File: config.mk
export PLATFORM = sky130hd
export DESIGN_NAME = hazard_ctrl
export DESIGN_NICKNAME = d
export VERILOG_FILES = /design/src/rtl/cpu_pkg.sv /design/src/rtl/hazard_scoreboard.sv /design/src/rtl/hazard_ctrl.sv
export SDC_FILE = /design/constraint.sdc
export NUM_CORES = 1
export LEC_CHECK = 0
export CAP_MARGIN = 10
export CORE_MARGIN = 2
export CORE_UTILIZATION = 30
export CTS_BUF_LIST = sky130_fd_sc_hd__clkbuf_8
export CTS_CLUSTER_DIAMETER = 80
export DETAILED_ROUTE_END_ITERATION = 6
export HOLD_SLACK_MARGIN = 0.03
export PLACE_DENSITY_LB_ADDON = 0.25
export SLEW_MARGIN = 5
export SYNTH_ARGS = -nofsm -noshare
export SYNTH_HDL_FRONTEND = slang
export SYNTH_SLANG_ARGS = --single-unit
File: constraint.sdc
create_clock -name clk -period 5.15 [get_ports clk]
set_input_delay 1.2875 -clock clk [delete_from_list [all_inputs] [get_ports clk]]
set_output_delay 1.2875 -clock clk [all_outputs]
set_load 0.01 [all_outputs]
File: src/rtl/cpu_pkg.sv
// rtl/cpu_pkg.sv - shared encodings for the RV32I pipeline sequencer
package cpu_pkg;

  localparam logic [1:0] FWD_REG   = 2'b00;
  localparam logic [1:0] FWD_EXMEM = 2'b01;
  localparam logic [1:0] FWD_WB    = 2'b10;

  localparam logic [6:0] OP_LUI    = 7'b0110111;
  localparam logic [6:0] OP_AUIPC  = 7'b0010111;
  localparam logic [6:0] OP_JAL    = 7'b1101111;
  localparam logic [6:0] OP_JALR   = 7'b1100111;
  localparam logic [6:0] OP_BRANCH = 7'b1100011;
  localparam logic [6:0] OP_LOAD   = 7'b0000011;
  localparam logic [6:0] OP_STORE  = 7'b0100011;
  localparam logic [6:0] OP_IMM    = 7'b0010011;
  localparam logic [6:0] OP_REG    = 7'b0110011;

  typedef struct packed {
    logic [4:0] rd;
    logic       wr;
    logic       ld;
  } sb_entry_t;

  typedef enum logic [2:0] {
    MODE_RESET,
    MODE_FREEZE,
    MODE_FLUSH,
    MODE_STALL,
    MODE_NORMAL
  } pipe_mode_e;

  // The producer moves one stage further by the time the consumer reaches EX.
  function automatic logic [1:0] fwd_select(input logic ex_alu_hit, input logic mem_hit);
    if (ex_alu_hit)
      return FWD_EXMEM;
    else if (mem_hit)
      return FWD_WB;
    else
      return FWD_REG;
  endfunction

endpackage

File: src/rtl/hazard_scoreboard.sv
// rtl/hazard_scoreboard.sv - EX/MEM/WB destination shadow and ID operand match
module hazard_scoreboard
  import cpu_pkg::*;
(
  input  logic       clk,
  input  logic       rst,
  input  logic       advance,
  input  logic       insert,
  input  sb_entry_t  id_entry,
  input  logic       id_valid,
  input  logic [4:0] id_rs1,
  input  logic [4:0] id_rs2,
  input  logic       id_use_rs1,
  input  logic       id_use_rs2,
  output logic [1:0] ex_alu_hit,
  output logic [1:0] ex_ld_hit,
  output logic [1:0] mem_hit,
  output logic [1:0] wb_hit
);

  sb_entry_t ex_q, mem_q, wb_q;

  always_ff @(posedge clk) begin
    if (rst) begin
      ex_q  <= '0;
      mem_q <= '0;
      wb_q  <= '0;
    end else if (advance) begin
      wb_q  <= mem_q;
      mem_q <= ex_q;
      ex_q  <= insert ? id_entry : '0;
    end
  end

  function automatic logic hit(input sb_entry_t e, input logic [4:0] rs,
                               input logic use_rs, input logic valid);
    return valid && use_rs && e.wr && (e.rd == rs) && (rs != 5'd0);
  endfunction

  logic [1:0] ex_hit;

  // Bit 0 is rs1, bit 1 is rs2.
  assign ex_hit     = {hit(ex_q,  id_rs2, id_use_rs2, id_valid), hit(ex_q,  id_rs1, id_use_rs1, id_valid)};
  assign mem_hit    = {hit(mem_q, id_rs2, id_use_rs2, id_valid), hit(mem_q, id_rs1, id_use_rs1, id_valid)};
  assign wb_hit     = {hit(wb_q,  id_rs2, id_use_rs2, id_valid), hit(wb_q,  id_rs1, id_use_rs1, id_valid)};
  assign ex_alu_hit = ex_hit & {2{~ex_q.ld}};
  assign ex_ld_hit  = ex_hit & {2{ex_q.ld}};

endmodule

File: src/rtl/hazard_ctrl.sv
// rtl/hazard_ctrl.sv - stall/flush/forward sequencer; HAZARD_FORWARD_EN enables forwarding
module hazard_ctrl
  import cpu_pkg::*;
#(
  parameter int CNT_W = 16
) (
  input  logic             clk,
  input  logic             rst,
  input  logic             id_valid,
  input  logic [4:0]       id_rs1,
  input  logic [4:0]       id_rs2,
  input  logic             id_use_rs1,
  input  logic             id_use_rs2,
  input  logic [4:0]       id_rd,
  input  logic             id_regwrite,
  input  logic             id_memread,
  input  logic             ex_branch_taken,
  input  logic             mem_req,
  input  logic             mem_ready,
  output logic             pc_en,
  output logic             ifid_en,
  output logic             ifid_flush,
  output logic             pipe_en,
  output logic             idex_bubble,
  output logic [1:0]       fwd_a,
  output logic [1:0]       fwd_b,
  output logic [CNT_W-1:0] stall_cnt
);

  sb_entry_t  id_entry;
  logic [1:0] ex_alu_hit, ex_ld_hit, mem_hit, wb_hit;
  logic       freeze, hazard;
  pipe_mode_e mode;

  always_comb begin
    id_entry    = '0;
    id_entry.rd = id_rd;
    id_entry.wr = id_regwrite && (id_rd != 5'd0);
    id_entry.ld = id_memread;
  end

  hazard_scoreboard u_sb (
    .clk        (clk),
    .rst        (rst),
    .advance    (pipe_en),
    .insert     (id_valid && !idex_bubble),
    .id_entry   (id_entry),
    .id_valid   (id_valid),
    .id_rs1     (id_rs1),
    .id_rs2     (id_rs2),
    .id_use_rs1 (id_use_rs1),
    .id_use_rs2 (id_use_rs2),
    .ex_alu_hit (ex_alu_hit),
    .ex_ld_hit  (ex_ld_hit),
    .mem_hit    (mem_hit),
    .wb_hit     (wb_hit)
  );

  assign freeze = mem_req && !mem_ready;

`ifdef HAZARD_FORWARD_EN
  // A WB producer is only a problem when no younger copy of rd can be forwarded.
  assign hazard = (|ex_ld_hit) || (|(wb_hit & ~(ex_alu_hit | ex_ld_hit | mem_hit)));
`else
  assign hazard = |(ex_alu_hit | ex_ld_hit | mem_hit | wb_hit);
`endif

  always_comb begin
    if (rst)
      mode = MODE_RESET;
    else if (freeze)
      mode = MODE_FREEZE;
    else if (ex_branch_taken)
      mode = MODE_FLUSH;
    else if (hazard)
      mode = MODE_STALL;
    else
      mode = MODE_NORMAL;
  end

  always_comb begin
    pc_en       = 1'b0;
    ifid_en     = 1'b0;
    ifid_flush  = 1'b0;
    pipe_en     = 1'b0;
    idex_bubble = 1'b0;
    case (mode)
      MODE_RESET: begin
        ifid_flush  = 1'b1;
        idex_bubble = 1'b1;
      end
      MODE_FREEZE: ;
      MODE_FLUSH: begin
        pc_en       = 1'b1;
        ifid_en     = 1'b1;
        ifid_flush  = 1'b1;
        pipe_en     = 1'b1;
        idex_bubble = 1'b1;
      end
      MODE_STALL: begin
        pipe_en     = 1'b1;
        idex_bubble = 1'b1;
      end
      default: begin
        pc_en   = 1'b1;
        ifid_en = 1'b1;
        pipe_en = 1'b1;
      end
    endcase
  end

  always_ff @(posedge clk) begin
    if (rst)
      stall_cnt <= '0;
    else if (mode == MODE_STALL && stall_cnt != '1)
      stall_cnt <= stall_cnt + CNT_W'(1);
  end

`ifdef HAZARD_FORWARD_EN
  logic [1:0] fwd_a_q, fwd_b_q;

  always_ff @(posedge clk) begin
    if (rst) begin
      fwd_a_q <= FWD_REG;
      fwd_b_q <= FWD_REG;
    end else if (pipe_en) begin
      if (mode == MODE_NORMAL) begin
        fwd_a_q <= fwd_select(ex_alu_hit[0], mem_hit[0]);
        fwd_b_q <= fwd_select(ex_alu_hit[1], mem_hit[1]);
      end else begin
        fwd_a_q <= FWD_REG;
        fwd_b_q <= FWD_REG;
      end
    end
  end

  assign fwd_a = fwd_a_q;
  assign fwd_b = fwd_b_q;
`else
  assign fwd_a = FWD_REG;
  assign fwd_b = FWD_REG;
`endif

endmodule

==> Yosys cells after proc, flatten, opt, wreduce, memory -nomap -nowiden <==
Cells that the tools add are included.
{ "word_totals": {"register_bits": 35, "inputBits": 25, "wordCells": 69} }
{ "classes": {"addsub": 1, "n_eq_ne": 10, "n_mux": 9, "n_bitwise": 6, "reduce_logical": 35} }
{ "op_table": {"columns": ["operator", "n"], "rows": [
  ["$eq 5x5->1", 6],
  ["$logic_and 1x1->1", 24],
  ["$add 16x1->16 const B", 1],
  ["$ne 16x16->1 const B", 1],
  ["$reduce_bool 5->1", 3],
  ["$mux 3", 4],
  ["$mux 7", 1],
  ["$eq 3x2->1 const B", 2],
  ["$or 2x2->2", 3],
  ["$reduce_or 2->1", 3],
  ["$reduce_or 3->1", 2],
  ["$and 2x2->2", 2],
  ["$mux 1", 4],
  ["$eq 3x1->1 const B", 1],
  ["$logic_not 3->1", 1],
  ["$logic_not 1->1", 2],
  ["$not 1->1", 1]
]} }

==> Longest topological paths before layout <==
{ "logic_depth": {"depth_word": 19, "depth_mapped": 8, "mapped_depth_nobuf": 7} }

==> Modules after synthesis <==
A second synthesis with hierarchy kept.
{ "hier_totals": {"cells_unflattened": 240, "area_unflattened_um2": 2088.3} }
{ "by_module_without_submodules": {"columns": ["mod", "instances", "cells_each", "area_per_inst_um2", "seq_area_each_um2"], "rows": [
  ["hazard_scoreboard", 1, 124, 1088.5, 380.4],
  ["hazard_ctrl", 1, 116, 999.7, 320.3]
]} }

==> Worst setup path before layout <==
OpenSTA, ideal clock, no wires.
{ "synth_timing": {"kind": "input -> output", "start": "in id_rs1[0]", "end": "out pc_en", "arrival_time_ps": 3161, "path_slack_ps": 702, "stages": 8, "n_path_buf": 2, "cell_sequence": "or3_1 > o311a_1 > and4_4 > a41oi_4 > buf_6 > nand3_2 > a21boi_1 > buf_4"} }
{ "synth_between": {"elab_chain_len": 15} }
{ "synth_lines": {"columns": ["item", "line", "source"], "rows": [
  ["start, declared", "hazard_ctrl.sv:10", "input logic [4:0] id_rs1,"],
  ["$eq 5x5->1", "hazard_scoreboard.sv:37", "return valid && use_rs && e.wr && (e.rd == rs) && (rs != 5'd0);"],
  ["$logic_and 1x1->1 (2 in a row)", "hazard_scoreboard.sv:37", null],
  ["$and 2x2->2, on equally long branches", "hazard_scoreboard.sv:46, hazard_scoreboard.sv:47", null],
  ["$or 2x2->2 (2 in a row)", "hazard_ctrl.sv:65", "assign hazard = |(ex_alu_hit | ex_ld_hit | mem_hit | wb_hit);"],
  ["$or 2x2->2 (*)", "hazard_ctrl.sv:65", null],
  ["$reduce_or 2->1 (*)", "hazard_ctrl.sv:65", null],
  ["$mux 3 (*)", "hazard_ctrl.sv:75", "else if (hazard)"],
  ["$mux 3 (*)", "hazard_ctrl.sv:73", "else if (ex_branch_taken)"],
  ["$mux 3 (*)", "hazard_ctrl.sv:71", "else if (freeze)"],
  ["$mux 3 (*)", "hazard_ctrl.sv:69", "if (rst)"],
  ["$eq 3x2->1, or another cell as far along", null, null],
  ["$reduce_or 3->1 (no source line) (*)", null, null],
  ["$mux 1 (*)", null, null],
  ["end, declared", "hazard_ctrl.sv:20", "output logic pc_en,"]
]} }
Every way passes the cells marked *; elsewhere a longest branch is shown, timed or not.

==> Worst setup path after layout <==
{ "layout_timing": {"start": "in id_rs1[0]", "end": "out ifid_en"} }
{ "layout_between": {"elab_chain_len": 15} }
{ "layout_lines": {"columns": ["item", "line", "source"], "rows": [
  ["$eq 5x5->1", "hazard_scoreboard.sv:37", null],
  ["$logic_and 1x1->1 (2 in a row)", "hazard_scoreboard.sv:37", null],
  ["$and 2x2->2, on equally long branches", "hazard_scoreboard.sv:46, hazard_scoreboard.sv:47", null],
  ["$or 2x2->2 (2 in a row)", "hazard_ctrl.sv:65", null],
  ["$or 2x2->2 (*)", "hazard_ctrl.sv:65", null],
  ["$reduce_or 2->1 (*)", "hazard_ctrl.sv:65", null],
  ["$mux 3 (*)", "hazard_ctrl.sv:75", null],
  ["$mux 3 (*)", "hazard_ctrl.sv:73", null],
  ["$mux 3 (*)", "hazard_ctrl.sv:71", null],
  ["$mux 3 (*)", "hazard_ctrl.sv:69", null],
  ["$eq 3x2->1, or another cell as far along", "hazard_ctrl.sv:87", "case (mode)"],
  ["$reduce_or 3->1 (no source line) (*)", null, null],
  ["$mux 1 (*)", "hazard_ctrl.sv:87", null],
  ["end, declared", "hazard_ctrl.sv:21", "output logic ifid_en,"]
]} }
Marked as above.

==> results by group <==
Run status
  • Outcome: finished, final reports clean

STA
  • Slew @ Worst Pin: 0.563 ns
  • Final setup viols: 0
  • Clock Skew: 0.0110 ns
  • Minimum clock period: 4.99 ns
  • Tcrit/Tclk final: 0.969
  • Final Worst Setup Slack: 0.161 ns
  • Endpoints failing hold: 0
  • Final Max Tran Viols: 0
  • Fin Setup TNS: 0 ns
  • RSZ-0062 raised after global routing: no
  • Hold Worst Slack: 0.471 ns
  • F_max: 200 MHz
  • Rel. slew slack: 0.621

Drt
  • Final wirelength: 5560 um
  • Drc violations: 0
  • Drt via density: 4.86
  • Average wire per standard cell: 13.5 um
  • Post-route antenna net violation count: 0
  • Drt pass-1 iters: 4
  • Via count: 2009
  • Initial DRC count: 76

Layout
  • Area grow syn2layout: 33.0%
  • Final Cell Area: 2830 sq um
  • Antenna cells: 0
  • Number of nets in the layout: 342
  • Share of cells above drive strength 1: 0.0757

Run
  • Max-Cap Viols: 0

Yosys
  • Seq cells post-synth: 34
  • Cell area after synthesis: 2120 sq um
  • Share of the synthesized area in the top cell type: 0.320
  • Ranking of synthesized cells by area: dfxtp_1 32%, xnor2_1 9.1%, mux2_1 8.5%
  • Register area share after synthesis: 0.320
  • Number of flops mapped to enable cells by yosys: 0
  • Synth Flop Type: dfxtp_1
  • Yosys warning total: 0
  • Post-synthesis area per instance: 8.05 sq um
  • Share of flip-flops with an asynchronous set or reset: 0
  • Synth area leader: dfxtp_1
  • Synth cell types: 38
  • Mapped Cells: 264

Power and ir drop
  • Max VDD drop: 0.101 mV
  • Tot Pwr: 0.578 mW
  • PwrDens: 205 nW/um^2
  • Leakage: 1.01 nW

Floorplan
  • Die area: 7770 sq um
  • Io pins: 50
  • Core ar.: 6830 sq um
  • Core Rows: 30
  • Die X: 88.2 um
  • DIE HEIGHT: 88.2 um
  • Initial Util: 0.311

Global routing
  • First-pass GRT wire length: 9290 um
  • Gr usage total: 0.154
  • Largest net degree at the start of global routing: 32
  • Grt total ovfl: 0
  • Antenna violations before repair: 0
  • Vias in the first global route: 1920

Clock network
  • Clk buf depth: 2
  • Clk slew on worst S/H paths: 0.07 ns
  • H-tree depth: 2
  • Clk Tree Root Cell: clkbuf_8
  • Cts bufs inserted: 5
  • Worst skew pair latency: 0.29 ns
  • TritonCTS clock tree: built
  • Sink Count: 34

Worst setup path
  • CP Max Fanout: 3
  • CP Launch Type: input port
  • Crit end category: primary output
  • WS Path Type: in2out
  • Slowest-stage cell, CP: clkdlybuf4s50_1
  • Critical path, cell by cell: clkdlybuf4s50_1 -> or3_1 -> o311a_1 -> and4_4 -> a41oi_4 -> nand3_2 -> a21boi_2 -> clkdlybuf4s50_1
  • CP arrival: 3.70 ns
  • Top cell by count, worst path: clkdlybuf4s50_1
  • Critical Path RT: 3.86 ns
  • CP top delay family: buffers and inverters
  • Bufs and invs on worst path: 2
  • Largest stage delay, worst path: 0.55 ns

Place
  • GP Congestion: 0.839
  • Placed inst area: 2720 sq um
  • Worst slack at placement: 0.121 ns
  • I/O Buffers: 44
  • DP HPWL: 4140 um

Worst hold path
  • Worst hold path type: reg2reg
flip-flops by register name (all words and copies together), names as in the netlist:
signal      count
u_sb.ex_q       6
u_sb.wb_q       6
u_sb.mem_q      6
stall_cnt      16
worst reg2reg max path: cells and delay by family (launching register included):
| kind | cells | cell delay, ns |
|---|---|---|
| AOI/OAI and AO/OA | 2 | 0.64 |
| and+or+nand+nor | 1 | 0.54 |
| muxes | 1 | 0.36 |
| DFF | 1 | 0.35 |
| buffers and inverters | 1 | 0.23 |
| xor gates and xnor gates | 1 | 0.18 |
synth_stat cells (3+ instances only):
master and number:
mux2_1 16, o21ai_1 6, nand3_1 10, nor2_1 19, buf_4 5, nand2_1 48
and4_1 4, a311oi_1 5, dfxtp_1 34, a31oi_1 9, a21oi_1 13, clkbuf_1 9
nor2b_1 17, nor3_1 3, xnor2_1 22, and2_1 3, xor2_1 8, nand4_1 8
worst paths after layout:
check                startpoint            to  slack [ns]  cells after the start
hold / removal     u_sb.wb_q[1]  u_sb.wb_q[1]        0.47                      2
setup / recovery      id_rs1[0]       ifid_en        0.16                      8
hold reg to reg    u_sb.wb_q[1]  u_sb.wb_q[1]        0.47                      2
setup reg to reg  u_sb.mem_q[6]  stall_cnt[0]        2.74                      6
routing by layer:
layer / track usage / wire length [um] / up-vias
li1: - / - / 1024
met1: 0.215 / 2740 / 918
met2: 0.232 / 2390 / 59
met3: 0.0349 / 339 / 8
met4: 0.0592 / 89 / 0
met5: 0 / 0 / -
what timing repair did:
| action | 4_1_cts | 5_1_grt |
|---|---|---|
| buffers inserted | 0 | 0 |
| hold endpoints to repair | 0 | 0 |
| setup endpoints to repair | 0 | 2 |
| resized for setup | 0 | 1 |
| hold buffers | 0 | 0 |
metrics by stage:
stage / utilization / instances
after floorplan: - / 267
after global placement: 0.397 / 405
after detailed placement: 0.397 / 405
after CTS: 0.413 / 413
after global routing: 0.414 / 413
final: 0.414 / 413
final cells by class:
cell class | count | area (sq um)
clock buffer | 5 | 68.8
clock inverter | 3 | 37.5
fill | 742 | 4010
inverter | 1 | 3.75
multi-input combinational | 216 | 1370
sequential | 34 | 681
tap | 96 | 120
timing repair buffer | 58 | 546
power breakdown:
part | switching (mW) | total, mW | internal, mW
Clock | 0.0956 | 0.236 | 0.141
Combinational | 0.0363 | 0.0750 | 0.0388
Sequential | 0.00237 | 0.267 | 0.265
Total | 0.134 | 0.578 | 0.444
cell usage in the layout, fill, tap and decap left out, types with 2 or more instances in the layout:
master | Yosys | final
a21oi_1 | 13 | 13
a311oi_1 | 5 | 5
a31oi_1 | 9 | 9
and2_1 | 3 | 3
and3_1 | 2 | 2
and4_1 | 4 | 4
buf_4 | 5 | 14
clkbuf_8 | 0 | 5
clkdlybuf4s50_1 | 0 | 44
conb_1 | 1 | 4
dfxtp_1 | 34 | 34
inv_1 | 1 | 3
mux2_1 | 16 | 16
nand2_1 | 48 | 48
nand3_1 | 10 | 10
nand4_1 | 8 | 8
nor2_1 | 19 | 19
nor2b_1 | 17 | 17
nor3_1 | 3 | 3
nor4_1 | 2 | 2
o21ai_1 | 6 | 6
o22ai_1 | 2 | 2
o311a_1 | 2 | 2
or3_1 | 2 | 2
xnor2_1 | 22 | 22
xor2_1 | 8 | 8
cells by family after synthesis:
kind of cell | Yosys count | synth area share
and+or+nand+nor | 122 | 0.282
AOI/OAI and AO/OA | 43 | 0.139
DFF | 34 | 0.320
xor gates and xnor gates | 30 | 0.124
buffers and inverters | 17 | 0.0424
muxes | 16 | 0.0848
adders and majority gates | 1 | 0.00589
other | 1 | 0.00177
Power figures use the tool's default switching activity.
